**config.mk**
```make
export PLATFORM = sky130hd
export DESIGN_NAME = ps2_command_tx_flat
export DESIGN_NICKNAME = d
export VERILOG_FILES = /design/src/rtl/ps2_pkg.sv /design/src/rtl/ps2_command_tx_if.sv /design/src/rtl/ps2_edge_sync.sv /design/src/rtl/ps2_command_tx.sv /design/src/flat_wrapper.sv
export SDC_FILE = /design/constraint.sdc
export NUM_CORES = 1
export LEC_CHECK = 0
export ABC_AREA = 1
export CAP_MARGIN = 20
export CORE_ASPECT_RATIO = 0.75
export CORE_MARGIN = 2
export CORE_UTILIZATION = 55
export CTS_CLUSTER_SIZE = 8
export DETAILED_ROUTE_END_ITERATION = 10
export PLACE_DENSITY = 0.8
export SLEW_MARGIN = 20
export SYNTH_ARGS = -nofsm -noshare
export SYNTH_HDL_FRONTEND = slang
export SYNTH_SLANG_ARGS = --single-unit
```
**constraint.sdc**
```tcl
create_clock -name clk -period 2.1 [get_ports clk]
set_input_delay 0.21 -clock clk [delete_from_list [all_inputs] [get_ports clk]]
set_output_delay 0.21 -clock clk [all_outputs]
set_load 0.1 [all_outputs]
```
**src/rtl/ps2_pkg.sv**
```systemverilog
// Shared PS/2 definitions: transmitter FSM codes, well-known command bytes, default timing.
// Used by the host transmitter and the receive path.
package ps2_pkg;

  localparam logic [2:0] IDLE      = 3'd0;
  localparam logic [2:0] INHIBIT   = 3'd1;
  localparam logic [2:0] REQ       = 3'd2;
  localparam logic [2:0] DATA      = 3'd3;
  localparam logic [2:0] PARITY    = 3'd4;
  localparam logic [2:0] ACK       = 3'd5;
  localparam logic [2:0] WAIT_IDLE = 3'd6;

  localparam logic [7:0] CMD_SET_LEDS = 8'hED;
  localparam logic [7:0] CMD_ECHO     = 8'hEE;
  localparam logic [7:0] CMD_RESET    = 8'hFF;
  localparam logic [7:0] ACK_BYTE     = 8'hFA;

  // 100 us inhibit and 15 ms device timeout at a 50 MHz core clock
  localparam int DEF_INHIBIT_CYCLES = 5000;
  localparam int DEF_TIMEOUT_CYCLES = 750000;
  localparam int DEF_SYNC_STAGES    = 2;

  function automatic logic odd_parity(input logic [7:0] b);
    return ~^b;
  endfunction

endpackage

```
**src/rtl/ps2_command_tx_if.sv**
```systemverilog
// Command handshake and transfer status between a requester and the PS/2 transmitter.
// master issues commands; slave is the transmitter.
interface ps2_command_tx_if;
  logic [7:0] cmd_data;
  logic       cmd_valid;
  logic       cmd_ready;
  logic       busy;
  logic       tx_done;
  logic       tx_error;
  logic       ack_ok;

  modport master (
    output cmd_data, cmd_valid,
    input  cmd_ready, busy, tx_done, tx_error, ack_ok
  );

  modport slave (
    input  cmd_data, cmd_valid,
    output cmd_ready, busy, tx_done, tx_error, ack_ok
  );
endinterface

```
**src/rtl/ps2_edge_sync.sv**
```systemverilog
// Synchronizes raw PS/2 clock/data and flags clock falling edges; SYNC_STAGES+1 cycles pin to action.
// Registers idle high so reset release never produces a false edge.
module ps2_edge_sync #(
  parameter int SYNC_STAGES = 2
) (
  input  logic clk,
  input  logic reset,
  input  logic ps2_clk_in,
  input  logic ps2_data_in,
  output logic clk_sync,
  output logic data_sync,
  output logic clk_fall
);
  logic [SYNC_STAGES-1:0] clk_sr;
  logic [SYNC_STAGES-1:0] data_sr;
  logic                   clk_prev;

  always_ff @(posedge clk or negedge reset) begin
    if (!reset) begin
      clk_sr   <= '1;
      data_sr  <= '1;
      clk_prev <= 1'b1;
    end else begin
      clk_sr   <= {clk_sr[SYNC_STAGES-2:0], ps2_clk_in};
      data_sr  <= {data_sr[SYNC_STAGES-2:0], ps2_data_in};
      clk_prev <= clk_sr[SYNC_STAGES-1];
    end
  end

  assign clk_sync  = clk_sr[SYNC_STAGES-1];
  assign data_sync = data_sr[SYNC_STAGES-1];
  assign clk_fall  = clk_prev & ~clk_sync;
endmodule

```
**src/rtl/ps2_command_tx.sv**
```systemverilog
// Host-to-device PS/2 command transmitter: request-to-send, 11-clock frame, device ack check.
// Takes a byte only in IDLE (no queueing); line enables update the cycle after a detected clock fall.
module ps2_command_tx
  import ps2_pkg::*;
#(
  parameter int INHIBIT_CYCLES = DEF_INHIBIT_CYCLES,
  parameter int TIMEOUT_CYCLES = DEF_TIMEOUT_CYCLES,
  parameter int SYNC_STAGES    = DEF_SYNC_STAGES
) (
  input  logic            clk,
  input  logic            reset,
  ps2_command_tx_if.slave cmd,
  input  logic            ps2_clk_in,
  input  logic            ps2_data_in,
  output logic            ps2_clk_oe,
  output logic            ps2_data_oe
);
  localparam int INH_W = $clog2(INHIBIT_CYCLES + 1);
  localparam int TO_W  = $clog2(TIMEOUT_CYCLES + 1);
  localparam logic [INH_W-1:0] INH_START = INH_W'(INHIBIT_CYCLES - 2);
  localparam logic [INH_W-1:0] INH_LAST  = INH_W'(INHIBIT_CYCLES - 1);
  localparam logic [TO_W-1:0]  TO_MAX    = TO_W'(TIMEOUT_CYCLES);

  logic [2:0]       state;
  logic [7:0]       cmd_q;
  logic             parity_q;
  logic [3:0]       bit_idx;
  logic [INH_W-1:0] inh_cnt;
  logic [TO_W-1:0]  to_cnt;
  logic             tx_done_q;
  logic             tx_error_q;
  logic             ack_ok_q;
  logic             clk_sync;
  logic             data_sync;
  logic             clk_fall;

  ps2_edge_sync #(.SYNC_STAGES(SYNC_STAGES)) u_sync (
    .clk        (clk),
    .reset      (reset),
    .ps2_clk_in (ps2_clk_in),
    .ps2_data_in(ps2_data_in),
    .clk_sync   (clk_sync),
    .data_sync  (data_sync),
    .clk_fall   (clk_fall)
  );

  assign cmd.cmd_ready = (state == IDLE);
  assign cmd.busy      = (state != IDLE);
  assign cmd.tx_done   = tx_done_q;
  assign cmd.tx_error  = tx_error_q;
  assign cmd.ack_ok    = ack_ok_q;

  always_ff @(posedge clk or negedge reset) begin
    if (!reset) begin
      state       <= IDLE;
      cmd_q       <= '0;
      parity_q    <= 1'b0;
      bit_idx     <= '0;
      inh_cnt     <= '0;
      to_cnt      <= '0;
      ps2_clk_oe  <= 1'b0;
      ps2_data_oe <= 1'b0;
      tx_done_q   <= 1'b0;
      tx_error_q  <= 1'b0;
      ack_ok_q    <= 1'b0;
    end else begin
      tx_done_q  <= 1'b0;
      tx_error_q <= 1'b0;
      if (to_cnt != TO_MAX) to_cnt <= to_cnt + 1'b1;

      case (state)
        IDLE: begin
          if (cmd.cmd_valid) begin
            cmd_q      <= cmd.cmd_data;
            parity_q   <= odd_parity(cmd.cmd_data);
            bit_idx    <= '0;
            inh_cnt    <= '0;
            ps2_clk_oe <= 1'b1;
            state      <= INHIBIT;
          end
        end
        INHIBIT: begin
          inh_cnt <= inh_cnt + 1'b1;
          // start bit overlaps the final inhibit cycle
          if (inh_cnt == INH_START) ps2_data_oe <= 1'b1;
          if (inh_cnt == INH_LAST) begin
            ps2_clk_oe <= 1'b0;
            to_cnt     <= '0;
            state      <= REQ;
          end
        end
        default: begin
          if (clk_fall) to_cnt <= '0;
          if (to_cnt == TO_MAX) begin
            ps2_clk_oe  <= 1'b0;
            ps2_data_oe <= 1'b0;
            ack_ok_q    <= 1'b0;
            tx_error_q  <= 1'b1;
            state       <= IDLE;
          end else begin
            case (state)
              REQ: if (clk_fall) begin
                ps2_data_oe <= ~cmd_q[0];
                bit_idx     <= 4'd1;
                state       <= DATA;
              end
              DATA: if (clk_fall) begin
                if (bit_idx == 4'd8) begin
                  ps2_data_oe <= ~parity_q;
                  bit_idx     <= 4'd9;
                  state       <= PARITY;
                end else begin
                  ps2_data_oe <= ~cmd_q[bit_idx[2:0]];
                  bit_idx     <= bit_idx + 1'b1;
                end
              end
              PARITY: if (clk_fall) begin
                ps2_data_oe <= 1'b0;
                bit_idx     <= 4'd10;
                state       <= ACK;
              end
              ACK: if (clk_fall) begin
                ack_ok_q <= ~data_sync;
                bit_idx  <= 4'd11;
                state    <= WAIT_IDLE;
              end
              WAIT_IDLE: if (clk_sync && data_sync) begin
                tx_done_q  <= ack_ok_q;
                tx_error_q <= ~ack_ok_q;
                state      <= IDLE;
              end
              default: state <= IDLE;
            endcase
          end
        end
      endcase
    end
  end
endmodule

```
**src/flat_wrapper.sv**
```systemverilog
// flat-port wrapper written by rule: the top's interface ports become plain ports
module ps2_command_tx_flat import ps2_pkg::*;
#(
  parameter int INHIBIT_CYCLES = DEF_INHIBIT_CYCLES,
  parameter int TIMEOUT_CYCLES = DEF_TIMEOUT_CYCLES,
  parameter int SYNC_STAGES    = DEF_SYNC_STAGES
)
  (clk, reset, ps2_clk_in, ps2_data_in, ps2_clk_oe, ps2_data_oe, cmd_cmd_data, cmd_cmd_valid, cmd_cmd_ready, cmd_busy, cmd_tx_done, cmd_tx_error, cmd_ack_ok);
  ps2_command_tx_if cmd_i ();
  input  logic clk;
  input  logic reset;
  input  logic ps2_clk_in;
  input  logic ps2_data_in;
  output logic ps2_clk_oe;
  output logic ps2_data_oe;
  input wire logic [$bits(cmd_i.cmd_data)-1:0] cmd_cmd_data;
  input wire logic [$bits(cmd_i.cmd_valid)-1:0] cmd_cmd_valid;
  output wire logic [$bits(cmd_i.cmd_ready)-1:0] cmd_cmd_ready;
  output wire logic [$bits(cmd_i.busy)-1:0] cmd_busy;
  output wire logic [$bits(cmd_i.tx_done)-1:0] cmd_tx_done;
  output wire logic [$bits(cmd_i.tx_error)-1:0] cmd_tx_error;
  output wire logic [$bits(cmd_i.ack_ok)-1:0] cmd_ack_ok;
  assign cmd_i.cmd_data = cmd_cmd_data;
  assign cmd_i.cmd_valid = cmd_cmd_valid;
  assign cmd_cmd_ready = cmd_i.cmd_ready;
  assign cmd_busy = cmd_i.busy;
  assign cmd_tx_done = cmd_i.tx_done;
  assign cmd_tx_error = cmd_i.tx_error;
  assign cmd_ack_ok = cmd_i.ack_ok;
  ps2_command_tx #(.INHIBIT_CYCLES(INHIBIT_CYCLES), .TIMEOUT_CYCLES(TIMEOUT_CYCLES), .SYNC_STAGES(SYNC_STAGES)) u_core (.clk(clk), .reset(reset), .cmd(cmd_i), .ps2_clk_in(ps2_clk_in), .ps2_data_in(ps2_data_in), .ps2_clk_oe(ps2_clk_oe), .ps2_data_oe(ps2_data_oe));
endmodule
```
==> results of run 1 <==
[final cells by class]
class                   instances  area [um^2]  share of cell area
clock inverters                 6         88.8              0.0224
inverters                      58          223              0.0561
clock buffers                  10          138              0.0347
multi-input cells             338         1690               0.427
flip-flops and latches         59         1480               0.374
repair buffers                 25          240              0.0605
well taps                      81          101              0.0255
[metal layers]
layer / GRT usage / vias up / wire length, um
met5: 0 / - / 0
met4: 0.0778 / 0 / 102
met3: 0.0826 / 13 / 527
met2: 0.377 / 106 / 3480
met1: 0.351 / 1425 / 3740
li1: - / 1532 / -
[kinds of logic (layout without fill, tap and decap cells)]
logic type               Yosys count  after routing  synth area share
AND/OR/NAND/NOR                  275            275             0.363
buffers and inverters             66             99            0.0837
flip-flops                        59             59             0.428
AO/OA/AOI/OAI                     40             40            0.0614
XOR/XNOR                          17             17            0.0429
adder cells (fa/ha/maj)            6              6            0.0217
[what timing repair did]
| item | CTS | global route |
|---|---|---|
| hold endpoints to repair | 16 | 0 |
| hold buffers | 1 | 0 |
| setup buffers | 0 | 0 |
[layout by cell type, fill, tap and decap left out, types with 3 or more instances in the layout]
cell type / netlist / routed
nand3b_1: 6 / 6
nand4_1: 7 / 7
o21ai_0: 22 / 22
nor3_1: 17 / 17
dfstp_2: 5 / 5
or2_2: 4 / 4
a21oi_1: 12 / 12
inv_2: 4 / 4
nor3b_1: 3 / 3
xnor2_1: 8 / 8
xor2_1: 9 / 9
nand3_1: 39 / 39
clkdlybuf4s50_1: 0 / 11
buf_4: 0 / 10
nor2_4: 4 / 4
dfrtp_1: 54 / 54
nor2_1: 49 / 49
nor2_2: 5 / 5
clkbuf_8: 0 / 10
nand2_1: 133 / 133
ha_1: 6 / 6
inv_1: 53 / 53
[sequential cells by signal, summed over array words and instances, names as in the netlist]
register and count:
u_core.u_sync.data_sr 2, u_core.u_sync.clk_prev 1, u_core.u_sync.clk_sr 2, u_core.to_cnt 20
u_core.state 3, u_core.parity_q 1, u_core.cmd.tx_error 1, u_core.cmd.tx_done 1
u_core.ps2_data_oe 1, u_core.inh_cnt 13, u_core.ps2_clk_oe 1, u_core.cmd_q 8
u_core.cmd.ack_ok 1, u_core.bit_idx 4
[worst register-to-register path, delay by kind of cell, from the launching register on]
family                 cells  cell delay, ns
AND/OR/NAND/NOR            4            0.45
flip-flops                 1            0.60
buffers and inverters      2            0.23
AO/OA/AOI/OAI              1            0.35
[path summary, 6_finish.rpt]
path	from	end
setup / recovery	u_core.state[1]	cmd_busy
hold / removal	ps2_data_in	u_core.u_sync.data_sr[0]
setup reg to reg	u_core.state[2]	u_core.state[2]
hold reg to reg	u_core.u_sync.data_sr[0]	u_core.u_sync.data_sr[1]
max in group asynchronous	reset	u_core.u_sync.clk_sr[0]
min in group asynchronous	reset	u_core.cmd_q[3]
[power by group through the flow]
stage	Sequential [mW]	Clock (mW)	Combinational (mW)
floorplan	1.76	0	1.43
global placement	1.66	0	1.97
detailed placement	1.67	0	2.02
CTS	1.66	1.20	2.03
global route	1.70	1.26	2.25
finish	1.67	1.19	2.03
[through the flow]
stage          std cells  power (mW)
2_1_floorplan        463        3.19
3_3_place_gp         560        3.63
3_5_place_dp         560        3.69
4_1_cts              577        4.89
5_1_grt              577        5.21
6_report             577        4.90
==> tab_implementation.tex, run 1 <==
\begin{tabular}{lr}
\hline
Metric & Value \\
\hline
\multicolumn{2}{l}{\textbf{Run status}} \\
Result of the run & completed \\
\multicolumn{2}{l}{\textbf{Die}} \\
Effective utilization at floorplan & 0.560 \\
Number of primary I/O pins & 20 \\
Area enclosed by the die boundary & 6960 um\^{}2 \\
DIE HEIGHT & 72.8 um \\
Core footprint & roughly 6200 um\^{}2 \\
Die W & 95.7 um \\
FP Rows & 25 \\
\multicolumn{2}{l}{\textbf{Placed design}} \\
Gpl congestion & 0.926 \\
Pre-CTS setup slack & 0.402 ns \\
\# port buffers & 19 \\
Area post-placement & 3730 um\^{}2 \\
DPL Wire Length & between 5 and 6 mm \\
\multicolumn{2}{l}{\textbf{Global route}} \\
Gr ovfl total & 0 \\
Initial antenna violation count & 0 \\
Total routing resource utilization after global routing & 0.252 \\
Number of global-route vias before repair & $\sim$2800 \\
Global-route wire length before repair & 13.3 mm \\
Largest net degree at the start of global routing & 22 \\
\multicolumn{2}{l}{\textbf{STA}} \\
Setup repair after global routing missed its margin & false \\
Highest attainable clock frequency & 538 MHz \\
Part of the cycle the worst path needs & 0.886 \\
Worst Hold Slack & 0.256 ns \\
Slew Limit Fails & 0 \\
Min Tclk post-route & 1.86 ns \\
Final hold violation count & 0 \\
Post-layout worst setup margin & 0.240 ns \\
Final count of negative-setup-slack endpoints & 0 \\
Actual transition at the worst max-transition pin & 0.451 ns \\
Max-slew headroom at the worst pin & 0.699 \\
Setup clock skew after layout & 0.0114 ns \\
Summed negative setup slack over all endpoints & 0 ns \\
\multicolumn{2}{l}{\textbf{Synth}} \\
Cell with the most instances after synthesis & nand2\_1 \\
Mapped Cells & 463 \\
Flip-flop and latch count after synthesis & 59 \\
Area fraction of the dominant cell type after synthesis & 0.390 \\
Count of different cell masters after synthesis & 34 \\
Commonest register cell after synthesis & dfrtp\_1 \\
Sequential area share after synthesis & 0.428 \\
Netlist Area Pre-Place & 3470 um\^{}2 \\
FFs w/ async S/R, synth & 1.00 \\
List of most frequent post-synthesis cells & nand2\_1, dfrtp\_1, inv\_1 \\
Synthesized netlist net count & 482 \\
Most area-hungry cell type in the Yosys netlist & dfrtp\_1 \\
Top cells by area in the synthesized netlist & dfrtp\_1, nand2\_1, inv\_1, nand3\_1, nor2\_1 \\
Post-Syn Area per Cell & 7.49 um\^{}2 \\
EDFF count, synth & 0 \\
Number of warning messages in the yosys log & 0 \\
\multicolumn{2}{l}{\textbf{Routing}} \\
Via count of the routed design & 3076 \\
Per-cell via count in the routed design & 5.33 \\
Violation count after the first detailed-routing iteration & 224 \\
Antenna Nets Post-Route & 0 \\
Average wire per cell in the routed design & $\sim$14 um \\
1st-pass router iterations & 5 \\
Residual DRC count & 0 \\
Final Routed Wirelength & 7.86 mm \\
\multicolumn{2}{l}{\textbf{Setup path}} \\
CP cell instances & nor2\_2 -> inv\_2 -> nor2\_4 -> inv\_6 -> buf\_4 \\
Worst endpoint data arrival time & 1.65 ns \\
Top fanout value on the critical path & 6 \\
Master of the slowest instance on the critical path & dfrtp\_1 \\
Critical path endpoint category & primary output \\
Cell type group with the largest total delay on the critical path & flip-flops \\
Buffers \& Inverters on Critical Path & 3 \\
Type of the worst setup path & reg -> out \\
Worst Path Required & about 1.9 ns \\
Setup slack of the most critical reg-to-reg path & 0.36 ns \\
Critical Path Max Stage Delay & approximately 0.47 ns \\
Depth of the most critical reg-to-reg path & 7 \\
Element type at the critical path start & register \\
Logic depth of the worst path, buffers included & 5 \\
\multicolumn{2}{l}{\textbf{Clocking}} \\
Number of H-tree levels & 3 \\
Clock Sink Count & 59 \\
Clock Tree Buf Depth & 2 \\
CTS tree & yes \\
Clock root buffer & clkbuf\_8 \\
Latest clock arrival within the worst-skew pair & between 0.3 and 0.4 ns \\
Clock slew at reported path FFs & 0.07 ns \\
CTS Buf Count & 9 \\
Resized Gates After CTS & 0 \\
\multicolumn{2}{l}{\textbf{Run}} \\
Number of maximum-capacitance violations & 0 \\
\multicolumn{2}{l}{\textbf{Min path}} \\
Worst hold path type & in -> reg \\
Cell depth of the worst min-delay path & 1 \\
\multicolumn{2}{l}{\textbf{Power and ir drop}} \\
Logic pwr share & 0.415 \\
Net switching fraction of the power & 0.440 \\
Pleak & around 1.8 nW \\
Worst-case vdd ir drop & roughly 600 uV \\
Seq pwr share & 0.341 \\
Cell-internal power & 2.74 mW \\
Power spent charging and discharging nets & 2.15 mW \\
Power density normalized to cell area & 1230 nW/um\^{}2 \\
Fraction of power consumed by the clock network & 0.244 \\
\multicolumn{2}{l}{\textbf{Cells and area}} \\
Number of diodes added for antenna fixing & 0 \\
Design Area, Final & 3970 um\^{}2 \\
Fin util & 0.641 \\
Area growth from synthesis to final layout & 14.4\% \\
Final \#Nets & 510 \\
Total of fill cells in the finished design & around 550 \\
Layout cell share with drive strength beyond 1 & 0.121 \\
\hline
\end{tabular}
Note: power is estimated with default switching activity, not from simulation.
==> run 2, diff against run 1 <==
- CAP_MARGIN: 20 -> not set
- clock period: 2.1 -> 1.89 ns (I/O delays scaled with it)
==> run 2 against run 1 <==
Against the previous run:
- largest cell class unchanged
- hold slack lost 0.0010 ns
- largest power group unchanged
- critical endpoint is now u_core.inh_cnt[7]
- non-clock buffer count grew 4
- highest routed layer unchanged
- combinational power grew 16%
- wire length shrank 5.2%
- sequential share of layout area shrank 0.47 points
==> tab_implementation.tex, run 2 (synthesis gave the netlist of run 1 again) <==
\begin{tabular}{lr}
\hline
Metric & Value \\
\hline
\multicolumn{2}{l}{\textbf{Power and ir drop}} \\
Worst-case vdd ir drop & 665 uV (+8.7\%) \\
Power spent charging and discharging nets & 2.36 mW (+9.4\%) \\
Seq pwr share & 0.331 (-0.010) \\
Net switching fraction of the power & 0.429 (-0.0108) \\
Fraction of power consumed by the clock network & 0.239 (-0.005) \\
Cell-internal power & 3.14 mW (+14\%) \\
Power density normalized to cell area & 1370 nW/um\^{}2 (+11\%) \\
Logic pwr share & 0.430 (+0.015) \\
Pleak & 1.87 nW (+2.0\%) \\
\multicolumn{2}{l}{\textbf{Routing}} \\
Per-cell via count in the routed design & 5.30 (-0.49\%) \\
Final Routed Wirelength & 7.45 mm (-5.2\%) \\
Residual DRC count & 0 (unchanged) \\
Via count of the routed design & 3082 (+0.20\%) \\
Violation count after the first detailed-routing iteration & 229 (+2.2\%) \\
1st-pass router iterations & 5 (unchanged) \\
Antenna Nets Post-Route & 0 (unchanged) \\
Average wire per cell in the routed design & 12.8 um (-5.9\%) \\
\multicolumn{2}{l}{\textbf{STA}} \\
Highest attainable clock frequency & 570 MHz \\
Part of the cycle the worst path needs & 0.928 \\
Setup clock skew after layout & 0.0101 ns (-0.00125 ns) \\
Setup repair after global routing missed its margin & false \\
Worst Hold Slack & 0.255 ns (-0.00101 ns) \\
Max-slew headroom at the worst pin & 0.629 (-0.0707) \\
Actual transition at the worst max-transition pin & 0.557 ns (+0.106 ns) \\
Final hold violation count & 0 (unchanged) \\
Final count of negative-setup-slack endpoints & 0 (unchanged) \\
Min Tclk post-route & 1.75 ns \\
Slew Limit Fails & 0 (unchanged) \\
Post-layout worst setup margin & 0.136 ns (-0.104 ns) \\
\multicolumn{2}{l}{\textbf{Die}} \\
Effective utilization at floorplan & 0.560 (unchanged) \\
Area enclosed by the die boundary & 6960 um\^{}2 (unchanged) \\
Core footprint & 6190 um\^{}2 (unchanged) \\
FP Rows & 25 (unchanged) \\
Die W & 95.7 um (unchanged) \\
DIE HEIGHT & 72.8 um (unchanged) \\
Number of primary I/O pins & 20 (unchanged) \\
\multicolumn{2}{l}{\textbf{Setup path}} \\
Worst r2r dst & u\_core.inh\_cnt[7] \\
Depth of the most critical reg-to-reg path & 10 (+3) \\
Type of the worst setup path & reg -> reg \\
Element type at the critical path start & register \\
Top fanout value on the critical path & 17 (+11) \\
Setup slack of the most critical reg-to-reg path & 0.14 ns (-0.22 ns) \\
Worst Path Required & 2.13 ns (+0.24 ns) \\
Critical path endpoint category & register \\
Worst endpoint data arrival time & 2.00 ns (+0.35 ns) \\
FF-to-FF Start & u\_core.state[0] \\
\multicolumn{2}{l}{\textbf{Clocking}} \\
Setup fix buffers added after clock tree synthesis & 0 (unchanged) \\
Clock root buffer & clkbuf\_8 \\
Clock slew at reported path FFs & 0.07 ns (about the same) \\
Clock Sink Count & 59 (unchanged) \\
Clock Tree Buf Depth & 2 (unchanged) \\
CTS tree & yes \\
Latest clock arrival within the worst-skew pair & 0.35 ns (about the same) \\
CTS Buf Count & 9 (unchanged) \\
Number of H-tree levels & 3 (unchanged) \\
\multicolumn{2}{l}{\textbf{Min path}} \\
Worst hold start & ps2\_data\_in \\
Cell depth of the worst min-delay path & 1 (unchanged) \\
Worst min-delay path endpoint & u\_core.u\_sync.data\_sr[0] \\
Worst hold path type & in -> reg \\
\multicolumn{2}{l}{\textbf{Placed design}} \\
DPL Wire Length & 5.58 mm (-1.1\%) \\
\# port buffers & 19 (unchanged) \\
Gpl congestion & 0.946 (+2.2\%) \\
Pre-CTS setup slack & 0.158 ns (-0.244 ns) \\
\multicolumn{2}{l}{\textbf{Cells and area}} \\
Fin util & 0.649 (+0.00808) \\
Max FFs per register & 20 (unchanged) \\
Register containing the most flip-flops in the final layout & u\_core.to\_cnt \\
Area growth from synthesis to final layout & 15.9\% \\
Area occupied by registers & 1480 um\^{}2 (unchanged) \\
Final \#Nets & 514 (+0.78\%) \\
Number of diodes added for antenna fixing & 0 (unchanged) \\
Layout cell share with drive strength beyond 1 & 0.130 (+0.00903) \\
Most frequent cells in the layout & nand2\_1, dfrtp\_1, inv\_1 \\
Most common cell after layout, fill and taps aside & nand2\_1 \\
Registers with the most flip-flops & u\_core.to\_cnt: 20 flops, u\_core.inh\_cnt: 13 flops, u\_core.cmd\_q: 8 flops \\
Multi-input combinational cell area & 1700 um\^{}2 (+0.30\%) \\
Total of fill cells in the finished design & 508 (-7.3\%) \\
\multicolumn{2}{l}{\textbf{Global route}} \\
Global-route wire length before repair & 12.9 mm (-3.1\%) \\
Number of global-route vias before repair & 2833 (-0.56\%) \\
Total routing resource utilization after global routing & 0.240 (-0.0126) \\
Largest net degree at the start of global routing & 37 (+68\%) \\
Initial antenna violation count & 0 (unchanged) \\
Gr ovfl total & 0 (unchanged) \\
\multicolumn{2}{l}{\textbf{Run}} \\
Number of maximum-capacitance violations & 0 (unchanged) \\
\multicolumn{2}{l}{\textbf{Run status}} \\
Result of the run & completed \\
\hline
\end{tabular}
-- run 2: layout make-up --
type,instances,area share
Timing Repair Buffer,29,0.0704
Inverter,58,0.0561
Tap cell,81,0.0252
Multi-Input combinational cell,338,0.423
Clock inverter,5,0.0187
Sequential cell,59,0.369
Clock buffer,11,0.0377
-- run 2: layer usage --
layer | up-vias | GRT usage | part of all wire
li1 | 1539 | - | -
met1 | 1416 | 0.349 | 0.47
met2 | 112 | 0.346 | 0.44
met3 | 15 | 0.0702 | 0.071
met4 | 0 | 0.0730 | 0.014
met5 | - | 0 | 0
-- run 2: worst max-delay path by stage --
stage | from | end | cells past startpoint
after floorplan | u_core.state[0] | u_core.inh_cnt[8] | 9
after detailed placement | u_core.state[0] | u_core.inh_cnt[3] | 8
final | u_core.state[0] | u_core.inh_cnt[7] | 10
after global placement | u_core.to_cnt[0] | u_core.cmd.ack_ok | 8
after global routing | u_core.state[0] | u_core.inh_cnt[7] | 10
after CTS | u_core.state[0] | u_core.inh_cnt[7] | 10
-- run 2: power groups by stage --
stage / sequential, mW / combinational (mW) / clock [mW]
after floorplan: 1.96 / 1.61 / 0
after global placement: 1.82 / 2.29 / 0
after detailed placement: 1.83 / 2.35 / 0
after CTS: 1.81 / 2.36 / 1.33
after global routing: 1.86 / 2.62 / 1.40
final: 1.82 / 2.36 / 1.31
-- run 2: per-stage QoR --
step                      instance area (um^2)  setup TNS [ns]  std cells  total power [mW]
after floorplan                           3480           -2.57        463              3.57
final                                     4020               0        581              5.49
after global placement                    3780               0        564              4.11
after detailed placement                  3780               0        564              4.18
after CTS                                 4020               0        581              5.50
after global routing                      4020               0        581              5.88
-- run 2: timing repair --
action / 4_1_cts / 5_1_grt
gates resized for setup: 0 / 0
endpoints found under the hold margin: 21 / 0
hold buffers: 1 / 0
endpoints found under the setup margin: 0 / 0
-- run 2: worst max-delay path, stage by stage, from the launching register on --
cell     delay, ns
dfrtp_1       0.45
nor2_2        0.19
inv_2         0.07
nor2_4        0.24
inv_8         0.07
nor2_4        0.19
inv_2         0.17
nand2_1       0.09
o21ai_1       0.06
nand2_1       0.07
inv_1         0.03
